`src/rtl/dmem_pkg.sv`:
```
`default_nettype none
// ============================================================================
// Package : dmem_pkg
// Brief   : Shared types, size codes and helpers for the data-memory controller.
// Rev     : 1.0  initial release
// ============================================================================
package dmem_pkg;

    typedef enum logic [1:0] {
        ST_IDLE = 2'd0,
        ST_REQ  = 2'd1,
        ST_DONE = 2'd2
    } state_t;

    localparam logic [1:0] SZ_B = 2'd0;
    localparam logic [1:0] SZ_H = 2'd1;
    localparam logic [1:0] SZ_W = 2'd2;
    localparam logic [1:0] SZ_D = 2'd3;

    localparam int TIMEOUT_CYCLES_DEF = 255;

    function automatic logic [7:0] byte_mask(input logic [1:0] size);
        logic [7:0] m;
        case (size)
            SZ_B:    m = 8'h01;
            SZ_H:    m = 8'h03;
            SZ_W:    m = 8'h0F;
            default: m = 8'hFF;
        endcase
        return m;
    endfunction

    // True when the low address bits are not a multiple of the access size.
    function automatic logic misaligned(input logic [1:0] size, input logic [2:0] off);
        logic r;
        case (size)
            SZ_B:    r = 1'b0;
            SZ_H:    r = off[0];
            SZ_W:    r = |off[1:0];
            default: r = |off;
        endcase
        return r;
    endfunction

endpackage
`default_nettype wire

```
`src/rtl/dmem_lane_align.sv`:
```
`default_nettype none
// ============================================================================
// Module  : dmem_lane_align
// Brief   : Store byte-lane shift / byte enables and load shift / extension.
// Rev     : 1.0  initial release
// ============================================================================
module dmem_lane_align
    import dmem_pkg::*;
#(
    parameter int XLEN = 64
) (
    input  logic [1:0]      i_st_size,
    input  logic [2:0]      i_st_off,
    input  logic [XLEN-1:0] i_st_data,
    output logic [7:0]      o_be,
    output logic [XLEN-1:0] o_wdata,
    input  logic [2:0]      i_ld_funct3,
    input  logic [2:0]      i_ld_off,
    input  logic [XLEN-1:0] i_rdata,
    output logic [XLEN-1:0] o_ld_data
);

    logic [XLEN-1:0] w_ld_shift;
    logic            w_sx;

    assign o_be       = byte_mask(i_st_size) << i_st_off;
    assign o_wdata    = i_st_data << {i_st_off, 3'b000};
    assign w_ld_shift = i_rdata >> {i_ld_off, 3'b000};

    // Doubleword loads have no sign bit to replicate, so funct3[2] is ignored there.
    always_comb begin
        w_sx      = 1'b0;
        o_ld_data = w_ld_shift;
        case (i_ld_funct3[1:0])
            SZ_B: begin
                w_sx      = ~i_ld_funct3[2] & w_ld_shift[7];
                o_ld_data = {{(XLEN-8){w_sx}}, w_ld_shift[7:0]};
            end
            SZ_H: begin
                w_sx      = ~i_ld_funct3[2] & w_ld_shift[15];
                o_ld_data = {{(XLEN-16){w_sx}}, w_ld_shift[15:0]};
            end
            SZ_W: begin
                w_sx      = ~i_ld_funct3[2] & w_ld_shift[31];
                o_ld_data = {{(XLEN-32){w_sx}}, w_ld_shift[31:0]};
            end
            default: o_ld_data = w_ld_shift;
        endcase
    end

endmodule
`default_nettype wire

```
`src/rtl/dmem_access_ctrl.sv`:
```
`default_nettype none
// ============================================================================
// Module  : dmem_access_ctrl
// Brief   : MEM-stage load/store sequencer for a req/ack data-memory port.
//           Define DMEM_TIMEOUT_EN to add a watchdog on the request state.
// Rev     : 1.0  initial release
// ============================================================================
module dmem_access_ctrl
    import dmem_pkg::*;
#(
    parameter int XLEN = 64
`ifdef DMEM_TIMEOUT_EN
    ,
    parameter int TIMEOUT_CYCLES = TIMEOUT_CYCLES_DEF
`endif
) (
    input  logic            CLK,
    input  logic            RESET,
    input  logic            MEM_V,
    input  logic            MEM_LOAD,
    input  logic            MEM_STORE,
    input  logic [2:0]      MEM_FUNCT3,
    input  logic [XLEN-1:0] MEM_ADDR,
    input  logic [XLEN-1:0] MEM_STORE_DATA,
    input  logic            WB_STALL,
    output logic            DMEM_REQ,
    output logic            DMEM_WE,
    output logic [XLEN-1:0] DMEM_ADDR,
    output logic [XLEN-1:0] DMEM_WDATA,
    output logic [7:0]      DMEM_BE,
    input  logic            DMEM_ACK,
    input  logic            DMEM_ERR,
    input  logic [XLEN-1:0] DMEM_RDATA,
    output logic            MEM_STALL,
    output logic [XLEN-1:0] MEM_RESULT,
    output logic            MEM_LAM,
    output logic            MEM_LAF,
    output logic            MEM_SAM,
    output logic            MEM_SAF
);

    state_t          r_state;
    state_t          w_next_state;

    logic            w_access;
    logic            w_is_load;
    logic            w_is_store;
    logic            w_misaligned;
    logic            w_start;
    logic            w_ack;
    logic            w_timeout;

    logic            r_is_load;
    logic            r_we;
    logic            r_err;
    logic [2:0]      r_funct3;
    logic [2:0]      r_off;
    logic [7:0]      r_be;
    logic [XLEN-1:0] r_addr;
    logic [XLEN-1:0] r_wdata;
    logic [XLEN-1:0] r_result;

    logic [7:0]      w_be;
    logic [XLEN-1:0] w_wdata;
    logic [XLEN-1:0] w_ld_data;

    // A load+store encoding is resolved as a load.
    assign w_access     = MEM_V & (MEM_LOAD | MEM_STORE);
    assign w_is_load    = MEM_LOAD;
    assign w_is_store   = MEM_STORE & ~MEM_LOAD;
    assign w_misaligned = misaligned(MEM_FUNCT3[1:0], MEM_ADDR[2:0]);
    assign w_start      = (r_state == ST_IDLE) & w_access & ~w_misaligned;
    assign w_ack        = (r_state == ST_REQ) & DMEM_ACK;

    dmem_lane_align #(
        .XLEN (XLEN)
    ) u_lane_align (
        .i_st_size   (MEM_FUNCT3[1:0]),
        .i_st_off    (MEM_ADDR[2:0]),
        .i_st_data   (MEM_STORE_DATA),
        .o_be        (w_be),
        .o_wdata     (w_wdata),
        .i_ld_funct3 (r_funct3),
        .i_ld_off    (r_off),
        .i_rdata     (DMEM_RDATA),
        .o_ld_data   (w_ld_data)
    );

`ifdef DMEM_TIMEOUT_EN
    localparam int CNT_W = $clog2(TIMEOUT_CYCLES + 1);

    logic [CNT_W-1:0] r_cnt;

    always_ff @(posedge CLK) begin
        if (RESET || w_start) begin
            r_cnt <= '0;
        end else if (r_state == ST_REQ) begin
            r_cnt <= r_cnt + CNT_W'(1);
        end
    end

    assign w_timeout = (r_state == ST_REQ) & ~DMEM_ACK & (r_cnt == CNT_W'(TIMEOUT_CYCLES - 1));
`else
    assign w_timeout = 1'b0;
`endif

    always_comb begin
        w_next_state = r_state;
        case (r_state)
            ST_IDLE: if (w_start) w_next_state = ST_REQ;
            ST_REQ:  if (w_ack || w_timeout) w_next_state = ST_DONE;
            ST_DONE: if (!WB_STALL) w_next_state = ST_IDLE;
            default: w_next_state = ST_IDLE;
        endcase
    end

    always_ff @(posedge CLK) begin
        if (RESET) begin
            r_state   <= ST_IDLE;
            r_is_load <= 1'b0;
            r_we      <= 1'b0;
            r_err     <= 1'b0;
            r_funct3  <= '0;
            r_off     <= '0;
            r_be      <= '0;
            r_addr    <= '0;
            r_wdata   <= '0;
            r_result  <= '0;
        end else begin
            r_state <= w_next_state;
            if (w_start) begin
                r_is_load <= w_is_load;
                r_we      <= w_is_store;
                r_funct3  <= MEM_FUNCT3;
                r_off     <= MEM_ADDR[2:0];
                r_be      <= w_be;
                r_addr    <= {MEM_ADDR[XLEN-1:3], 3'b000};
                r_wdata   <= w_wdata;
            end
            // Faulted accesses return zero rather than whatever the bus drove.
            if (w_ack) begin
                r_err    <= DMEM_ERR;
                r_result <= (r_is_load && !DMEM_ERR) ? w_ld_data : '0;
            end else if (w_timeout) begin
                r_err    <= 1'b1;
                r_result <= '0;
            end
        end
    end

    assign DMEM_REQ   = (r_state == ST_REQ);
    assign DMEM_WE    = r_we;
    assign DMEM_ADDR  = r_addr;
    assign DMEM_WDATA = r_wdata;
    assign DMEM_BE    = r_be;

    assign MEM_STALL  = w_access & (r_state != ST_DONE) & ~w_misaligned;
    assign MEM_RESULT = r_result;
    assign MEM_LAM    = (r_state == ST_IDLE) & w_access & w_misaligned & w_is_load;
    assign MEM_SAM    = (r_state == ST_IDLE) & w_access & w_misaligned & w_is_store;
    assign MEM_LAF    = (r_state == ST_DONE) & r_is_load & r_err;
    assign MEM_SAF    = (r_state == ST_DONE) & ~r_is_load & r_err;

endmodule
`default_nettype wire

```
`config.mk`:
```
export PLATFORM = sky130hd
export DESIGN_NAME = dmem_access_ctrl
export DESIGN_NICKNAME = d
export VERILOG_FILES = /design/src/rtl/dmem_pkg.sv /design/src/rtl/dmem_lane_align.sv /design/src/rtl/dmem_access_ctrl.sv
export SDC_FILE = /design/constraint.sdc
export NUM_CORES = 1
export LEC_CHECK = 0
export ABC_AREA = 1
export CAP_MARGIN = 10
export CORE_MARGIN = 1
export CORE_UTILIZATION = 45
export DETAILED_ROUTE_END_ITERATION = 10
export PLACE_DENSITY = 0.82
export SYNTH_ARGS = -nofsm -noshare
export SYNTH_HDL_FRONTEND = slang
export SYNTH_SLANG_ARGS = --single-unit
```
`constraint.sdc`:
```
create_clock -name CLK -period 2.4 [get_ports CLK]
set_clock_uncertainty 0.15 [all_clocks]
set_input_delay 0.48 -clock CLK [delete_from_list [all_inputs] [get_ports CLK]]
set_output_delay 0.48 -clock CLK [all_outputs]
set_load 0.03 [all_outputs]
```
==> results of run 1 <==
-- cell families (layout without fill, tap and decap cells) --
| group | after synthesis | count (layout) | synth area share, % |
|---|---|---|---|
| and+or+nand+nor | 851 | 851 | 30.51 |
| AOI/OAI and AO/OA | 492 | 492 | 23.01 |
| buffers and inverters | 233 | 615 | 8.931 |
| DFF | 208 | 208 | 37.25 |
| muxes | 3 | 3 | 0.2686 |
| other | 1 | 9 | 0.03354 |
-- flip-flops by register name, summed over array words and instances, names as in the netlist --
| signal | count |
|---|---|
| DMEM_ADDR | 61 |
| DMEM_BE | 8 |
| DMEM_WDATA | 64 |
| DMEM_WE | 1 |
| MEM_RESULT | 64 |
| r_err | 1 |
| r_funct3 | 3 |
| r_is_load | 1 |
| r_off | 3 |
| r_state | 2 |
-- how the worst max path moves through the flow --
stage / start / to / cells past startpoint
2_1_floorplan: MEM_ADDR[1] / MEM_STALL / 6
3_3_place_gp: MEM_FUNCT3[0] / MEM_STALL / 7
3_5_place_dp: MEM_FUNCT3[0] / DMEM_WDATA[10] / 10
4_1_cts: MEM_LOAD / MEM_SAM / 7
5_1_grt: MEM_LOAD / MEM_SAM / 7
6_report: DMEM_BE[2] / DMEM_BE[2] / 1
-- per-layer routing --
layer | GRT usage, % | up-vias | wire, um
met4 | 16.26 | 0 | 2084
met5 | 0 | - | 0
li1 | - | 6600 | -
met1 | 43.57 | 6279 | 18370
met2 | 62.56 | 687 | 22900
met3 | 8.701 | 122 | 4530
-- timing repair --
item | CTS | global route
gates resized for setup | 13 | 7
endpoints found under the setup margin | 6 | 4
pin swaps | 4 | 1
hold buffers | 0 | 0
setup buffers | 1 | 0
-- area by class of cell --
type	count	share of cell area, %
Antenna cell	6	0.08987
Clock buffer	33	3.977
Clock inverter	9	1.108
Inverter	81	1.827
Multi-Input combinational cell	1349	36.30
Sequential cell	208	24.93
Tap cell	324	2.427
Timing Repair Buffer	492	29.34
-- cells in the mapped netlist, types with 12 or more instances --
library cell / count
nand2_1: 534
o21ai_0: 238
dfxtp_1: 208
a21oi_1: 200
nor2_1: 164
nand3_1: 131
clkbuf_1: 83
inv_1: 75
buf_2: 36
o211ai_1: 26
buf_1: 16
buf_4: 13
or2_2: 12
-- metrics by stage --
step                hold WS, ps  area, um^2  setup WS, ps  util, %  std cells
floorplan                 308.0       11190         119.5        -       1790
global placement          300.5       15820        -97.55    65.04       2453
detailed placement        307.3       15820        -113.9    65.04       2453
CTS                       186.7       16690        0.4297    68.65       2496
global route              226.8       16700         12.16    68.68       2501
finish                    198.0       16710         92.23    68.69       2502
-- power breakdown --
group	switching, W	internal [W]	total (W)	leakage, nW
registers	0.0000869	0.00359	0.00368	1.69
logic	0.00152	0.00103	0.00255	4.59
clock network	0.00153	0.00247	0.00401	0.414
total	0.00314	0.00709	0.0102	6.69
-- tightest hold or removal path, delay by kind of cell --
family,cells,cell delay (ps)
AOI/OAI and AO/OA,2,210
buffers and inverters,1,140
==> summary.txt, run 1 <==
CTS H-Tree Depth -> 1
First-pass GRT wire length -> 73.30 mm
Tcrit/Tclk final -> 96.16%
Power Density -> 612.5 nW/um^2
Sum Neg Setup Slack -> 0 ps
Reg area -> 4165 um^2
Layout net count -> 2,359
Routed WL per cell -> 19.14 um
Root Driver -> clkbuf_16
Register bit total from synthesis -> 208
FF-to-FF path depth -> 9
I/O pin count -> 410
Yosys Warn Count -> 0
Worst Hold End -> r_off[1]
CTS tree -> done
Startpoint Class -> register
Arrival @ worst endpoint -> 1680 ps
Post-Syn Area -> 11,180 um^2
Register area share after synthesis -> 37.25%
Worst Hold Class -> in -> reg
Ranking of synthesized cells by area -> dfxtp_1 37%, nand2_1 18%, o21ai_0 11%, a21oi_1 9.0%, nand3_1 5.9%
I/O Buffers -> 406
Post-synth top area cell -> dfxtp_1
Commonest non-fill, non-tap cells in the layout -> 531 x nand2_1, 395 x clkdlybuf4s50_1, 237 x o21ai_0, 207 x dfxtp_1, 200 x a21oi_1
CTS Buffer Depth -> 3
Drt total wl -> 47.89 mm
GPL Wtd Cong -> 1.058
Worst IR drop on VDD -> 595.7 uV
Filler cell count -> 2,151
Largest net degree at the start of global routing -> 140
Commonest non-fill, non-tap cell in the layout -> nand2_1
Critical Path Sink Type -> primary output
Core box area -> 24,320 um^2
GR Util All Layers -> 36.62%
Core Rows -> 57
Crit-path max cell delay -> 750 ps
Hpwl dp -> 35.52 mm
Antenna violations before repair -> 5
Yosys top cell area share -> 37.25%
Most used DFF post-synth -> dfxtp_1
Clock Latency Late Sink -> 530 ps
Crit Path Max Fanout -> 2
Leak -> 6.689 nW
DR DRC count -> 0
Max-cap check violation count -> 0
Die area -> 25,480 um^2
Max Slew Vio Count -> 0
Clk slew on worst S/H paths -> 60 ps
First-pass DRT Iterations -> 6
Die Height -> 159.6 um
Slowest cell on crit path -> clkdlybuf4s50_1
RSZ-0062 raised after global routing -> no
Final hold vios -> 0
Overall power -> 0.01023 W
Post-Syn Instances -> 1,788
Die width -> 159.6 um
Asr flop ratio synth -> 0%
Avg Synthesized Cell Area -> 6.253 um^2
Hold depth -> 3
Reg-to-Reg Start -> r_off[1]
Post-synth EDFFs -> 0
Number of global-route vias before repair -> 13,090
Hold path startpoint -> MEM_ADDR[1]
Gr ovfl total -> 0
Worst-Margin Slew -> 719.4 ps
Tmin final -> 2308 ps
Setup CP Type -> reg -> out
Distinct cell type count after synthesis -> 30
Vias per cell -> 5.471
Slew margin rel. -> 52.04%
Via Count -> 13,690
Worst r2r dst -> MEM_RESULT[32]
Starting Density -> 45.97%
Status -> finished, final reports clean
Footprint of the multi-input gates -> 6065 um^2
Final setup fails -> 0
WP data required -> 1770 ps
CP top delay family -> buffers and inverters
Achievable Freq -> 0.4333 GHz
Layout cell share with drive strength beyond 1 -> 7.551%
Total CTS buffers -> 24
CP bufs+invs -> 1
CP Cell Sequence -> clkdlybuf4s50_1
Post-route ant nets -> 0
Clock Sinks -> 208
Worst R2R Setup Slack -> 280 ps
Iteration-0 DRC Markers -> 1,392
Area growth syn-to-layout -> 49.43%
(Power assumes the default switching activity.)
==> inputs of run 2 (changes only) <==
- CORE_UTILIZATION: 45 -> 47
- SYNTH_HIERARCHICAL: not set -> 1
==> run 2 against run 1 <==
Against the previous run: synthesized cell count rose by 10%; global-route usage fell by 1.4 points; register-to-register slack barely moved; critical path depth rose by 7; sequential power rose by 2%; via count rose by 11%; routed wire length rose by 6.0%; hold slack improved by 88 ps; count of clock-buffer cells in the layout fell by 2; sequential cell count did not move; non-clock buffer count fell by 2; die area rose by 9.2%; critical endpoint is now MEM_SAM.
==> summary.txt, run 2 <==
Die Height -> 166.8 um
Layout cell share with drive strength beyond 1 -> 7.722%
Post-route ant nets -> 0
Max-cap check violation count -> 0
Post-synth top area cell -> dfxtp_1
Most frequent cells after synthesis -> 539 x nand2_1, 223 x a21oi_1, 208 x dfxtp_1
Setup CP Type -> in -> out
Core box area -> 26,350 um^2
Arrival @ worst endpoint -> 1680 ps
Ranking of synthesized cells by area -> dfxtp_1 33%, nand2_1 16%, a21oi_1 8.7%, nand3b_1 8.0%, nor2_1 6.1%
Post-synth EDFFs -> 0
Clk slew on worst S/H paths -> 60 ps
CTS Hold Bufs -> 0
Switching pwr -> 0.003657 W
CTS H-Tree Depth -> 1
I/O Buffers -> 406
Register area share after synthesis -> 32.62%
Worst IR drop on VDD -> 485.1 uV
Filler cell count -> 2,357
Tmin final -> 2309 ps
DR DRC count -> 0
Postcts setup bufs -> 0
Critical Path Sink Type -> primary output
Root Driver -> clkbuf_16
Achievable Freq -> 0.4331 GHz
Antenna violations before repair -> 0
Gr ovfl total -> 0
Largest net degree at the start of global routing -> 79
Power Density -> 609.2 nW/um^2
Dpl ws -> -146.7 ps
Yosys Warn Count -> 6
First-pass GRT wire length -> 77.94 mm
Hold depth -> 3
WP data required -> 1770 ps
Asr flop ratio synth -> 0%
Count leader, synth -> nand2_1
Clock Latency Late Sink -> 530 ps
Register bit total from synthesis -> 208
Yosys top cell area share -> 32.62%
Comb power frac -> 29.9%
Clk pwr share -> 35.9%
Vias per cell -> 5.741
Switching part of the total power -> 33.18%
Area growth syn-to-layout -> 41.75%
CTS Buffer Depth -> 3
Layout net count -> 2,504
Startpoint Class -> input port
Final setup fails -> 0
Commonest non-fill, non-tap cell in the layout -> nand2_1
Die width -> 166.8 um
Starting Density -> 48.44%
Max Slew Vio Count -> 0
Via Count -> 15,240
CTS tree -> done
Pint -> 0.007366 W
Worst Hold Class -> in -> reg
Routed WL per cell -> 19.12 um
Crit Path Max Fanout -> 3
Clock Sinks -> 208
Iteration-0 DRC Markers -> 1,603
Status -> finished, final reports clean
FF-to-FF path depth -> 12
Tcrit/Tclk final -> 96.20%
Final hold vios -> 0
Worst-Margin Slew -> 705.8 ps
Number of global-route vias before repair -> 13,960
Most used DFF post-synth -> dfxtp_1
Avg Synthesized Cell Area -> 6.476 um^2
Slew margin rel. -> 52.95%
Overall power -> 0.01102 W
First-pass DRT Iterations -> 6
Post-Syn Instances -> 1,971
I/O pin count -> 410
Hpwl dp -> 37.38 mm
Commonest non-fill, non-tap cells in the layout -> 537 x nand2_1, 395 x clkdlybuf4s50_1, 223 x a21oi_1, 207 x dfxtp_1, 207 x nor2_1
Die area -> 27,820 um^2
Post-Syn Area -> 12,760 um^2
Worst R2R Setup Slack -> 270 ps
Drt total wl -> 50.75 mm
Final worst slack -> 91.09 ps
GPL Wtd Cong -> 1.017
GR Util All Layers -> 35.18%
RSZ-0062 raised after global routing -> no
Hold Slack -> 285.8 ps
Total CTS buffers -> 25
Leak -> 7.356 nW
Seq pwr share -> 34.2%
Distinct cell type count after synthesis -> 34
Core Rows -> 59
-- run 2: timing repair --
item                       in CTS  in global routing
pin swaps                       0                  1
resized for setup               9                  8
setup endpoints to repair       4                  5
-- run 2: cell type report --
class                   instances  area [um^2]  share of cell area [%]
repair buffers                490         5020                   27.74
diodes                          1        2.502                 0.01383
clock inverters                13        181.4                   1.003
multi-input cells            1512         7395                   40.87
flip-flops and latches        208         4165                   23.02
well taps                     335        419.2                   2.317
clock buffers                  31        668.1                   3.693
inverters                      64        242.7                   1.342
-- run 2: worst paths after layout --
| check | startpoint | endpoint |
|---|---|---|
| setup / recovery | MEM_FUNCT3[1] | MEM_SAM |
| setup reg to reg | r_off[0] | MEM_RESULT[29] |
| hold reg to reg | MEM_RESULT[17] | MEM_RESULT[17] |
| hold / removal | DMEM_ACK | MEM_RESULT[19] |
-- run 2: kinds of logic (layout without fill, tap and decap cells) --
kind of cell | Yosys count | count (layout) | share of synthesized area, %
mux | 22 | 22 | 1.725
buf+inv | 253 | 598 | 9.812
compound gates | 384 | 384 | 15.65
simple gates | 1103 | 1103 | 40.16
flops | 208 | 208 | 32.62
other cells | 1 | 4 | 0.02938
-- run 2: worst max-delay path, cell delays in order --
cell             delay (ps)
clkdlybuf4s50_1         510
inv_1                    80
nand2_2                 110
nand2_8                  70
inv_2                    90
nand2_1                  70
nor2_1                  100
buf_4                   170
-- run 2: layer usage --
layer / up-vias / GRT usage (%) / share of wire [%]
li1: 7248 / - / -
met5: - / 0 / 0
met2: 828 / 58.99 / 47
met4: 0 / 16.67 / 5.0
met3: 158 / 5.490 / 8.4
met1: 7003 / 44.17 / 40
-- run 2: power groups by stage --
stage	registers, W	logic (W)	clock network, W
final	0.00377	0.00330	0.00396
after global routing	0.00379	0.00353	0.00417
after CTS	0.00376	0.00324	0.00400
after detailed placement	0.00383	0.00323	0
after global placement	0.00383	0.00320	0
after floorplan	0.00415	0.00160	0
-- run 2: per-stage QoR --
stage / cell area (um^2) / util (%) / std cells / TNS [ps]
3_3_place_gp: 17240 / 65.40 / 2609 / -232.5
5_1_grt: 18090 / 68.65 / 2653 / 0
4_1_cts: 18090 / 68.66 / 2653 / 0
2_1_floorplan: 12780 / - / 1973 / 0
3_5_place_dp: 17240 / 65.40 / 2609 / -654.0
6_report: 18090 / 68.66 / 2654 / 0
==> inputs of run 3 (changes only) <==
- HOLD_SLACK_MARGIN: not set -> 0.15
==> results of run 3 <==
Final layout, timing and power as in run 2 (identical DEF).
